===== config.mk =====
export PLATFORM = sky130hd
export DESIGN_NAME = eth_rx_port_arb
export DESIGN_NICKNAME = d
export VERILOG_FILES = /design/src/rtl/eth_rx_port_arb.sv
export SDC_FILE = /design/constraint.sdc
export NUM_CORES = 1
export LEC_CHECK = 0
export BUFFER_PORTS_ARGS = -buffer_cell sky130_fd_sc_hd__buf_2
export CORE_AREA = 2 2 141 143
export DETAILED_ROUTE_END_ITERATION = 8
export DIE_AREA = 0 0 143 145
export GPL_TIMING_DRIVEN = 0
export RECOVER_POWER = 25
export SYNTH_ARGS = -nofsm -noshare
export SYNTH_HDL_FRONTEND = slang
export SYNTH_SLANG_ARGS = --single-unit

===== constraint.sdc =====
create_clock -name clk -period 2.73 [get_ports clk]
set_clock_uncertainty 0.2 [all_clocks]
set_input_delay 0.1365 -clock clk [delete_from_list [all_inputs] [get_ports clk]]
set_output_delay 0.1365 -clock clk [all_outputs]
set_load 0.02 [all_outputs]

===== src/rtl/eth_rx_port_arb.sv =====
// eth_rx_port_arb: round-robin scheduler streaming per-port GMII receive FIFOs onto one core ingress bus.
// Optional saturating statistics counters are built when RX_ARB_STATS_EN is defined.
module eth_rx_port_arb #(
  parameter int NUM_PORTS = 4,
  parameter int PW = 2
) (
  input  logic                   clk,
  input  logic                   reset,
  input  logic [NUM_PORTS-1:0]    cmd_fifo_empty,
  output logic [NUM_PORTS-1:0]    cmd_fifo_re,
  input  logic [NUM_PORTS*72-1:0] cmd_fifo_dout,
  output logic [NUM_PORTS-1:0]    data_fifo_re,
  input  logic [NUM_PORTS*9-1:0]  data_fifo_dout,
  input  logic                   out_prog_full,
  output logic                   out_valid,
  output logic [7:0]             out_data,
  output logic                   out_sop,
  output logic                   out_eop,
  output logic [PW-1:0]          out_port,
  output logic [10:0]            out_len
`ifdef RX_ARB_STATS_EN
  ,
  output logic [31:0]            stat_pkt_fwd,
  output logic [15:0]            stat_drop_crc,
  output logic [15:0]            stat_drop_del
`endif
);
  typedef enum logic [2:0] {IDLE, CMD_WAIT, XFER, DRAIN, DONE} state_t;
  state_t state, state_nx;
  logic [PW-1:0] rr_ptr, grant, arb, idx;
  logic [10:0] len, rem;
  logic [71:0] cmd_sel;
  logic [8:0] data_sel;
  logic start, reading, first;
  logic unused_bits;
  assign cmd_sel = cmd_fifo_dout[72*int'(grant) +: 72];
  assign data_sel = data_fifo_dout[9*int'(grant) +: 9];
  assign unused_bits = ^{cmd_sel[71:54], cmd_sel[51:11], data_sel[8]};
  assign start = state == IDLE && !out_prog_full && !(&cmd_fifo_empty);
  assign reading = state == XFER || state == DRAIN;
  assign first = state == XFER && rem == len;
  // Descending scan so the port closest above rr_ptr is the last, winning assignment.
  always_comb begin
    arb = rr_ptr;
    idx = '0;
    for (int i = NUM_PORTS - 1; i >= 0; i--) begin
      idx = PW'((int'(rr_ptr) + i) % NUM_PORTS);
      if (!cmd_fifo_empty[idx]) arb = idx;
    end
  end
  always_ff @(posedge clk or negedge reset)
    if (!reset) state <= IDLE;
    else state <= state_nx;
  always_comb begin
    state_nx = state;
    case (state)
      IDLE:        state_nx = start ? CMD_WAIT : IDLE;
      CMD_WAIT:    state_nx = cmd_sel[10:0] == 11'd0 ? DONE : (cmd_sel[53] | cmd_sel[52]) ? DRAIN : XFER;
      XFER, DRAIN: state_nx = rem == 11'd1 ? DONE : state;
      default:     state_nx = IDLE;
    endcase
  end
  // cmd read is issued in the granting IDLE cycle so its word is ready in CMD_WAIT.
  always_comb begin
    cmd_fifo_re = reset && start ? NUM_PORTS'(1) << arb : '0;
    data_fifo_re = reading ? NUM_PORTS'(1) << grant : '0;
    out_data = out_valid ? data_sel[7:0] : 8'd0;
  end
  always_ff @(posedge clk or negedge reset)
    if (!reset) begin
      rr_ptr <= '0;
      grant <= '0;
      len <= '0;
      rem <= '0;
    end else begin
      if (start) grant <= arb;
      if (state == CMD_WAIT) begin
        len <= cmd_sel[10:0];
        rem <= cmd_sel[10:0];
      end
      if (reading) rem <= rem - 11'd1;
      if (state == DONE) rr_ptr <= grant == PW'(NUM_PORTS - 1) ? '0 : grant + 1'b1;
    end
  // Byte read in cycle n is presented by the FIFO in cycle n+1, so the flags lag the read by one.
  always_ff @(posedge clk or negedge reset)
    if (!reset) begin
      out_valid <= 1'b0;
      out_sop <= 1'b0;
      out_eop <= 1'b0;
      out_port <= '0;
      out_len <= '0;
    end else begin
      out_valid <= state == XFER;
      out_sop <= first;
      out_eop <= state == XFER && rem == 11'd1;
      out_len <= first ? len : 11'd0;
      if (first) out_port <= grant;
    end
`ifdef RX_ARB_STATS_EN
  logic bad;
  always_ff @(posedge clk or negedge reset)
    if (!reset) begin
      bad <= 1'b0;
      stat_pkt_fwd <= '0;
      stat_drop_crc <= '0;
      stat_drop_del <= '0;
    end else begin
      if (state == CMD_WAIT) begin
        bad <= cmd_sel[53] | cmd_sel[52];
        if (cmd_sel[53] && stat_drop_crc != '1) stat_drop_crc <= stat_drop_crc + 16'd1;
        if (cmd_sel[52] && !cmd_sel[53] && stat_drop_del != '1) stat_drop_del <= stat_drop_del + 16'd1;
      end
      if (state == DONE && !bad && len != 11'd0 && stat_pkt_fwd != '1) stat_pkt_fwd <= stat_pkt_fwd + 32'd1;
    end
`endif
endmodule


### Word level (Yosys, flattened, before mapping)

Index checks and enable logic that the tools add are counted.

* register bits after elaboration: 45
* bits in latches: 0
* memory bits (writable): 0
* memory bits (read-only): 0
* input bits: 331
* output and inout bits: 32
* memories kept: 0

* add/sub/neg operators: 5
* multipliers: 2
* div/mod/pow operators: 0
* magnitude comparators: 4
* equal/unequal tests: 8
* shift-type cells: 4
* mux-type cells: 24
* bitwise operators: 1
* reductions and logical operators: 13

Operators by type and width (number)
* $shiftx 288x10->54: 1
* $shiftx 36x7->8: 1
* $mux 11: 3
* $lt 2x3->1 const B: 4
* $mul 4x2->6 const A: 2
* $eq 11x1->1 const B: 1
* $eq 11x11->1: 1
* $logic_not 11->1: 1
* $sub 11x1->11 const B: 1
* $mux 2: 5
* $pmux 3 s3: 1
* $bmux 1 s2: 4
* $mux 4: 2
* $mux 8: 1
* $shl 1x2->4 const A: 2
* $eq 3x2->1 const B: 2
* $mux 1: 6
* $mux 3: 2
* $logic_and 1x1->1: 5
* $add 2x1->2 const B: 2
* $add 2x2->2 const B: 2
* $reduce_and 4->1: 1
* $eq 3x1->1 const B: 1
* $eq 3x3->1 const B: 1
* 8 further kinds: 9

### Longest topological paths before layout

Gate-level depths: netlist (run 1).

* depth in word-level cells: 9
* mapped depth: 7
* mapped depth without buffers: 6

### Least setup slack after synthesis (run 1)

OpenSTA, ideal clock, no wires.

* path kind: register -> register
* from: register grant[0]
* to: register state[0]
* library setup time: 0.128 ns
* data arrival time: 1.653 ns
* path slack: 0.749 ns
* cell stages (with the launch flop): 7
* buffers on the path: 2
* period minus slack after synthesis: 1.981 ns
* path through: dfrtp_1 > buf_6 > buf_6 > mux4_2 > nor3_2 > and3_2 > o31ai_1

* longest elaborated chain between the ends: 6
* elaborated cells on any way between the ends: 7
* those cells by class: mul: 1; shift: 1; mux: 3; bitwise: 1; reduce/logical: 1

Ends and longest elaborated chain
* start: declaration: RTL line 30 `logic [PW-1:0] rr_ptr, grant, arb, idx;`
* start signal: assignment: RTL line 76 `if (start) grant <= arb;`
* $mul 4x2->6 (*): RTL line 36 `assign cmd_sel = cmd_fifo_dout[72*int'(grant) +: 72];`
* $shiftx 288x10->54 (*): RTL line 36
* $or 1x1->1: RTL line 58 `CMD_WAIT: state_nx = cmd_sel[10:0] == 11'd0 ? DONE : (cmd_sel[53] | cmd_sel[52]) ? DRAIN : XFER;`
* $mux 1: RTL line 58
* $mux 3 (*): RTL line 58
* $pmux 3 s3 (*): RTL line 56 `case (state)`
* end signal: assignment: RTL line 53 `else state <= state_nx;`
* end: declaration: RTL line 29 `state_t state, state_nx;`

Mark *: on every way between the ends. The rest lies on a longest branch, timed or not.
A chain may end at the register's enable or synchronous reset.

### Final worst setup path (run 1)

* from: register grant[1]
* to: register state[0]

The elaborated chain is that of the path after synthesis.

==> summary.txt, run 1 <==
Critical path
  – Buf/Inv on CP: 1
  – CP arrival: approximately 2400 ps
  – Critical path's largest stage delay: 510 ps
  – Cell chain of the critical path: buf_2, mux4_2, nor4_1, and3_2, o31ai_1
  – Slowest CP cell: dfrtp_1
  – Setup CP Type: reg2reg
  – Max FO, Critical Path: 19
  – Critical Path RT: 2710 ps
  – Top delay family on crit path: simple AND/OR/NAND/NOR gates
  – Setup crit end kind: flip-flop
  – CP Launch Type: flip-flop
  – Reg2reg setup slack: ~340 ps

STA
  – Fin worst setup slack: approximately 340 ps
  – Setup tns final: 0 ps
  – Final Hold Viols: 0
  – Worst-Margin Slew: around 660 ps
  – Min Tclk post-route: about 2400 ps
  – RSZ-0062 raised after global routing: no
  – Setup violators final: 0
  – Final period utilization: between 80 and 90%
  – Max_slew headroom: roughly 56%
  – Max Freq: 0.4178 GHz
  – Max Slew Vio Count: 0

Yosys
  – Synth top area share: 37.88%
  – Syn Inst Count: roughly 300
  – Area leader, netlist: dfrtp_1
  – Post-Syn Area: 2973 um2
  – Synth cell count leaders: dfrtp_1, nand2_1, and2_1, mux4_2, nor2_1
  – Most numerous cell in the Yosys netlist: dfrtp_1
  – Post-synth ARST share: 100.0%
  – Total number of yosys warnings: 0
  – Synth Register Bits: 45
  – Post-Syn Nets: 632
  – Synth Area per Inst: 10.08 um2
  – EDFF count, synth: 0
  – Post-synth cell types: 52
  – Top FF cell, synth: dfrtp_1
  – Synth area leaders: dfrtp_1, mux4_2, nand2_1
  – Post-synthesis sequential area ratio: ~38%

Detailed routing
  – Via count: around 2,800
  – Total Wirelength: 9558 um
  – Routed WL per cell: ~14 um
  – DR vias/cell: a little over 4
  – Initial drt markers: between 200 and 250
  – DR DRC count: 0
  – DRT antenna net count: 0
  – First drt pass iteration count: 4

Power and ir drop
  – Internal cell power: 2.071 mW
  – Switching power: 1.553 mW
  – Pleak: approximately 1.9 nW
  – Clock power share: 17.2%
  – Sw frac: 42.85%
  – Reg power frac: between 30 and 40%
  – Peak VDD IR: about 420 uV
  – Combinational power share: 52.7%
  – Pwr dens: around 900 nW/um2

Finish
  – Nets@finish: 760
  – Antenna diodes: 0
  – Area delta synth->final: 36.07%
  – Layout cells sized above 1: roughly a third

Floorplanning
  – # rows: 51
  – Die span in x: roughly 140 um
  – Die Height: 145 um
  – Initial Utilization: between 15 and 20%
  – Core area: 19,210 um2
  – Die area: about 21,000 um2
  – IO Count: roughly 360

Global routing
  – Initial antenna violation count: 2
  – GRT overflow: 0
  – GRT Overall Usage: 9.452%
  – Vias in the first global route: between 2,000 and 3,000
  – First-pass GRT wire length: around 15,000 um
  – Largest net degree at the start of global routing: 47

CTS
  – CTS tree: yes
  – Clk buf depth: 2
  – Worst skew pair latency: approximately 290 ps
  – H-tree depth: 2
  – Clk sinks: 45
  – Root Driver: clkbuf_16
  – Worst-path clk slew: around 70 ps
  – CTS Buf Count: 5

Placement
  – IO Port Bufs: ~120
  – HPWL after DPL: 7764 um
  – GPL Wtd Cong: ~0.85
  – Post-Place Setup Slack: 306.1 ps

Flow run
  – Max-Cap Viols: 0

Worst hold path
  – Hold Crit Class: in2reg

Outcome
  – Status: complete, no violations
[layout by cell type (no fill, tap or decap), types with 2 or more instances in the layout]
cell and instances:
nand2b_1 2, a21oi_1 8, buf_2 110, nor4_1 4, clkbuf_1 25, clkbuf_16 5
mux2_2 3, o31ai_1 3, and3_1 5, a221oi_1 4, mux2i_1 7, xnor2_1 10
mux2_1 2, ha_1 6, o21a_1 2, o211a_1 4, nand3_1 7, a2bb2oi_1 2
nand2_1 44, o21ai_0 8, nand4_1 4, nor2b_1 4, nor3b_1 6, o21ai_1 6
nor3_1 6, buf_1 3, dfrtp_1 45, a22oi_1 3, inv_1 10, buf_6 2
and2_1 19, mux4_2 19, nor2_1 12
[per-stage QoR]
stage | total power [mW] | cell area (um2) | util, % | instances | hold WS [ps]
finish | 3.624 | 4045 | 21.06 | 689 | 110.0
global route | 3.918 | 4045 | 21.06 | 689 | 132.1
global placement | 3.033 | 3915 | 20.38 | 682 | 203.6
detailed placement | 3.051 | 3915 | 20.38 | 682 | 207.3
CTS | 3.680 | 4071 | 21.20 | 690 | 109.9
floorplan | 2.456 | 2973 | - | 295 | -359.1
[worst reg2reg max path, stage by stage (launching register included)]
cell,delay [ps]
dfrtp_1,510
buf_2,450
mux4_2,480
nor4_1,300
and3_2,260
o31ai_1,80
[per-layer routing]
layer | GRT usage, % | share of wire, % | vias up | wire, um
met4 | 2.228 | 1.3 | 4 | 127
li1 | - | - | 1329 | -
met1 | 11.85 | 41 | 1285 | 3876
met3 | 2.442 | 9.7 | 11 | 924
met5 | 0 | 0.25 | - | 24
met2 | 16.12 | 48 | 161 | 4605
[final cells by class]
| cell class | instances | area [um2] |
|---|---|---|
| clock buffer | 5 | 125.1 |
| sequential | 45 | 1126 |
| clock inverter | 3 | 25.02 |
| timing repair buffer | 123 | 604.3 |
| buffer | 19 | 91.34 |
| tap | 265 | 331.6 |
| multi-input combinational | 218 | 1700 |
| inverter | 11 | 41.29 |
| fill | 2104 | 15160 |
[repair_timing]
item / in CTS / in global routing
hold buffers: 1 / 0
buffers inserted: 0 / 0
endpoints found under the setup margin: 1 / 6
endpoints found under the hold margin: 45 / 0
resized for setup: 0 / 1
[power by group through the flow]
stage	Clock, mW	Sequential, mW	Combinational, mW
after floorplan	0	1.04	1.42
after global placement	0	1.10	1.93
after detailed placement	0	1.10	1.95
after CTS	0.637	1.09	1.95
after global routing	0.659	1.13	2.13
final	0.624	1.09	1.91
[registers in the layout, summed over array words and instances (netlist names)]
register and count:
grant 2, len 11, out_eop 1, out_len 11, out_port 2, out_sop 1
out_valid 1, rem 11, rr_ptr 2, state 3
[path summary, 6_finish.rpt]
| kind | endpoint | cells after the start | from |
|---|---|---|---|
| setup / recovery | state[0] | 5 | grant[1] |
| hold / removal | len[9] | 4 | cmd_fifo_dout[225] |
| max in group asynchronous | rem[1] | 2 | reset |
| min in group asynchronous | rem[4] | 2 | reset |
| setup reg to reg | state[0] | 5 | grant[1] |
| hold reg to reg | out_port[0] | 1 | out_port[0] |
[logic make-up (layout without fill, tap and decap cells)]
group	count (synthesis)	count (layout)	synth area share (%)
buffers and inverters	32	161	4.756
muxes	31	31	18.64
and+or+nand+nor	121	121	21.30
AOI/OAI and AO/OA	49	49	11.66
DFF	45	45	37.88
xor gates and xnor gates	11	11	3.241
adders and majority gates	6	6	2.525
(Power assumes the default switching activity.)
==> run 2, diff against run 1 <==
--- a/constraint.sdc
+++ b/constraint.sdc
@@ -3,3 +3,3 @@
 set_input_delay 0.1365 -clock clk [delete_from_list [all_inputs] [get_ports clk]]
 set_output_delay 0.1365 -clock clk [all_outputs]
-set_load 0.02 [all_outputs]
+set_load 0.01 [all_outputs]
==> summary.txt, run 2 (synthesized netlist as in run 1, its figures left out) <==
Detailed routing
  – Top Metal Used: met5
  – Initial drt markers: around 270
  – DRT antenna net count: 0
  – Wire length on met1: approximately 3900 um
  – Routed WL per cell: between 10 and 15 um
  – Met2 wire length: about 4500 um
  – Met3 WL: roughly 930 um
  – DR vias/cell: slightly above 4
  – DR DRC count: 0
  – First drt pass iteration count: 4
  – Total Wirelength: around 9600 um
  – Via count: approximately 2,800

Global routing
  – First-pass GRT wire length: 15,300 um
  – Largest net degree at the start of global routing: 47
  – GRT overflow: 0
  – GRT Overall Usage: around a tenth
  – Initial antenna violation count: 2
  – Vias in the first global route: roughly 2,800

Power and ir drop
  – Internal cell power: just over 2 mW
  – Sw frac: 41.63%
  – Combinational power share: between 50% and 60%
  – Pleak: approximately 1.9 nW
  – Overall power: 3.546 mW
  – Pwr dens: between 800 and 900 nW/um2
  – Peak VDD IR: between 400 and 500 uV
  – Clock power share: 17.6%
  – Reg power frac: 30.7%
  – Switching power: 1.476 mW

Finish
  – Post-Route Utilization: around a fifth
  – Commonest cells after routing, fill and taps aside: buf_2, dfrtp_1, nand2_1
  – Most common cell after layout, fill and taps aside: buf_2
  – Area delta synth->final: 36.07%
  – Biggest registers after layout: len (11), out_len (11), rem (11)
  – Antenna diodes: 0
  – Layout cells sized above 1: roughly a third
  – Nets@finish: between 700 and 800

CTS
  – H-tree depth: 2
  – Root Driver: clkbuf_16
  – Clk buf depth: 2
  – Clk sinks: between 40 and 50
  – Post CTS Setup Buffer Count: 0
  – CTS Buf Count: 5
  – Worst skew pair latency: 290 ps
  – CTS tree: yes
  – Worst-path clk slew: 70 ps

Floorplanning
  – Initial Utilization: 15.48%
  – Die Height: roughly 150 um
  – # rows: 51
  – Die span in x: 143 um
  – IO Count: 363
  – Core area: around 19,000 um2
  – Die area: approximately 21,000 um2

STA
  – Setup tns final: 0 ps
  – Final Hold Viols: 0
  – Final hold slack: approximately 110 ps
  – Max Slew Vio Count: 0
  – Max_slew headroom: 55.73%
  – Max Freq: 0.4195 GHz
  – Worst-Margin Slew: 664.0 ps
  – Final period utilization: 87.32%
  – Min Tclk post-route: 2384 ps
  – Fin worst setup slack: about 350 ps
  – RSZ-0062 raised after global routing: no
  – Setup violators final: 0

Placement
  – Post-Place Setup Slack: around 310 ps
  – HPWL after DPL: 7764 um
  – GPL Wtd Cong: between 0.8 and 0.9
  – IO Port Bufs: 122

Critical path
  – Critical Path RT: between 2000 and 3000 ps
  – CP arrival: 2360 ps
  – Setup CP Type: reg2reg
  – CP Launch Type: flip-flop
  – Max FO, Critical Path: 19
  – Cell chain of the critical path: buf_2, mux4_2, nor4_1, and3_2, o31ai_1
  – Critical path's largest stage delay: ~520 ps
  – Setup crit end kind: flip-flop
  – Slowest CP cell: dfrtp_1

Outcome
  – Status: complete, no violations

Worst hold path
  – Hold Crit Class: in2reg

Flow run
  – Max-Cap Viols: 0
## run 2: worst max-delay path, delay by kind of cell, from the launching register on
family                 cells  cell delay, ps
flip-flops                 1             520
AND/OR/NAND/NOR            2             550
multiplexers               1             470
buffers and inverters      1             450
AO/OA/AOI/OAI              1              80
## run 2: routing by layer
| layer | vias to the layer above | track usage (%) |
|---|---|---|
| met3 | 15 | 2.475 |
| met5 | - | 0 |
| met1 | 1304 | 11.81 |
| met2 | 156 | 16.00 |
| met4 | 4 | 2.970 |
| li1 | 1325 | - |
## run 2: final timing paths
check,start,slack [ps],to,cells after the start
setup / recovery,grant[1],350,state[0],5
max in group asynchronous,reset,1620,out_len[1],2
hold reg to reg,out_port[0],290,out_port[0],1
hold / removal,cmd_fifo_dout[153],110,len[9],4
setup reg to reg,grant[1],350,state[0],5
min in group asynchronous,reset,270,rem[4],2
## run 2: repair_timing
action,CTS,global route
endpoints found under the hold margin,45,0
resized for setup,0,1
setup endpoints to repair,0,12
hold buffers,1,0
## run 2: area by class of cell
cell class | instances | area, um2
tap | 265 | 331.6
sequential | 45 | 1126
fill | 2104 | 15160
multi-input combinational | 218 | 1700
clock inverter | 3 | 25.02
inverter | 11 | 41.29
buffer | 19 | 91.34
clock buffer | 5 | 125.1
timing repair buffer | 123 | 604.3
## run 2: per-stage QoR
step / std cells / cell area, um2
floorplan: 295 / 2973
global placement: 682 / 3915
detailed placement: 682 / 3915
CTS: 691 / 4075
global route: 689 / 4045
finish: 689 / 4045
## run 2: power by group through the flow
| stage | clock network [mW] | registers [mW] | logic, mW |
|---|---|---|---|
| floorplan | 0 | 1.03 | 1.34 |
| global placement | 0 | 1.10 | 1.85 |
| detailed placement | 0 | 1.10 | 1.86 |
| CTS | 0.637 | 1.09 | 1.88 |
| global route | 0.659 | 1.13 | 2.05 |
| finish | 0.625 | 1.09 | 1.83 |
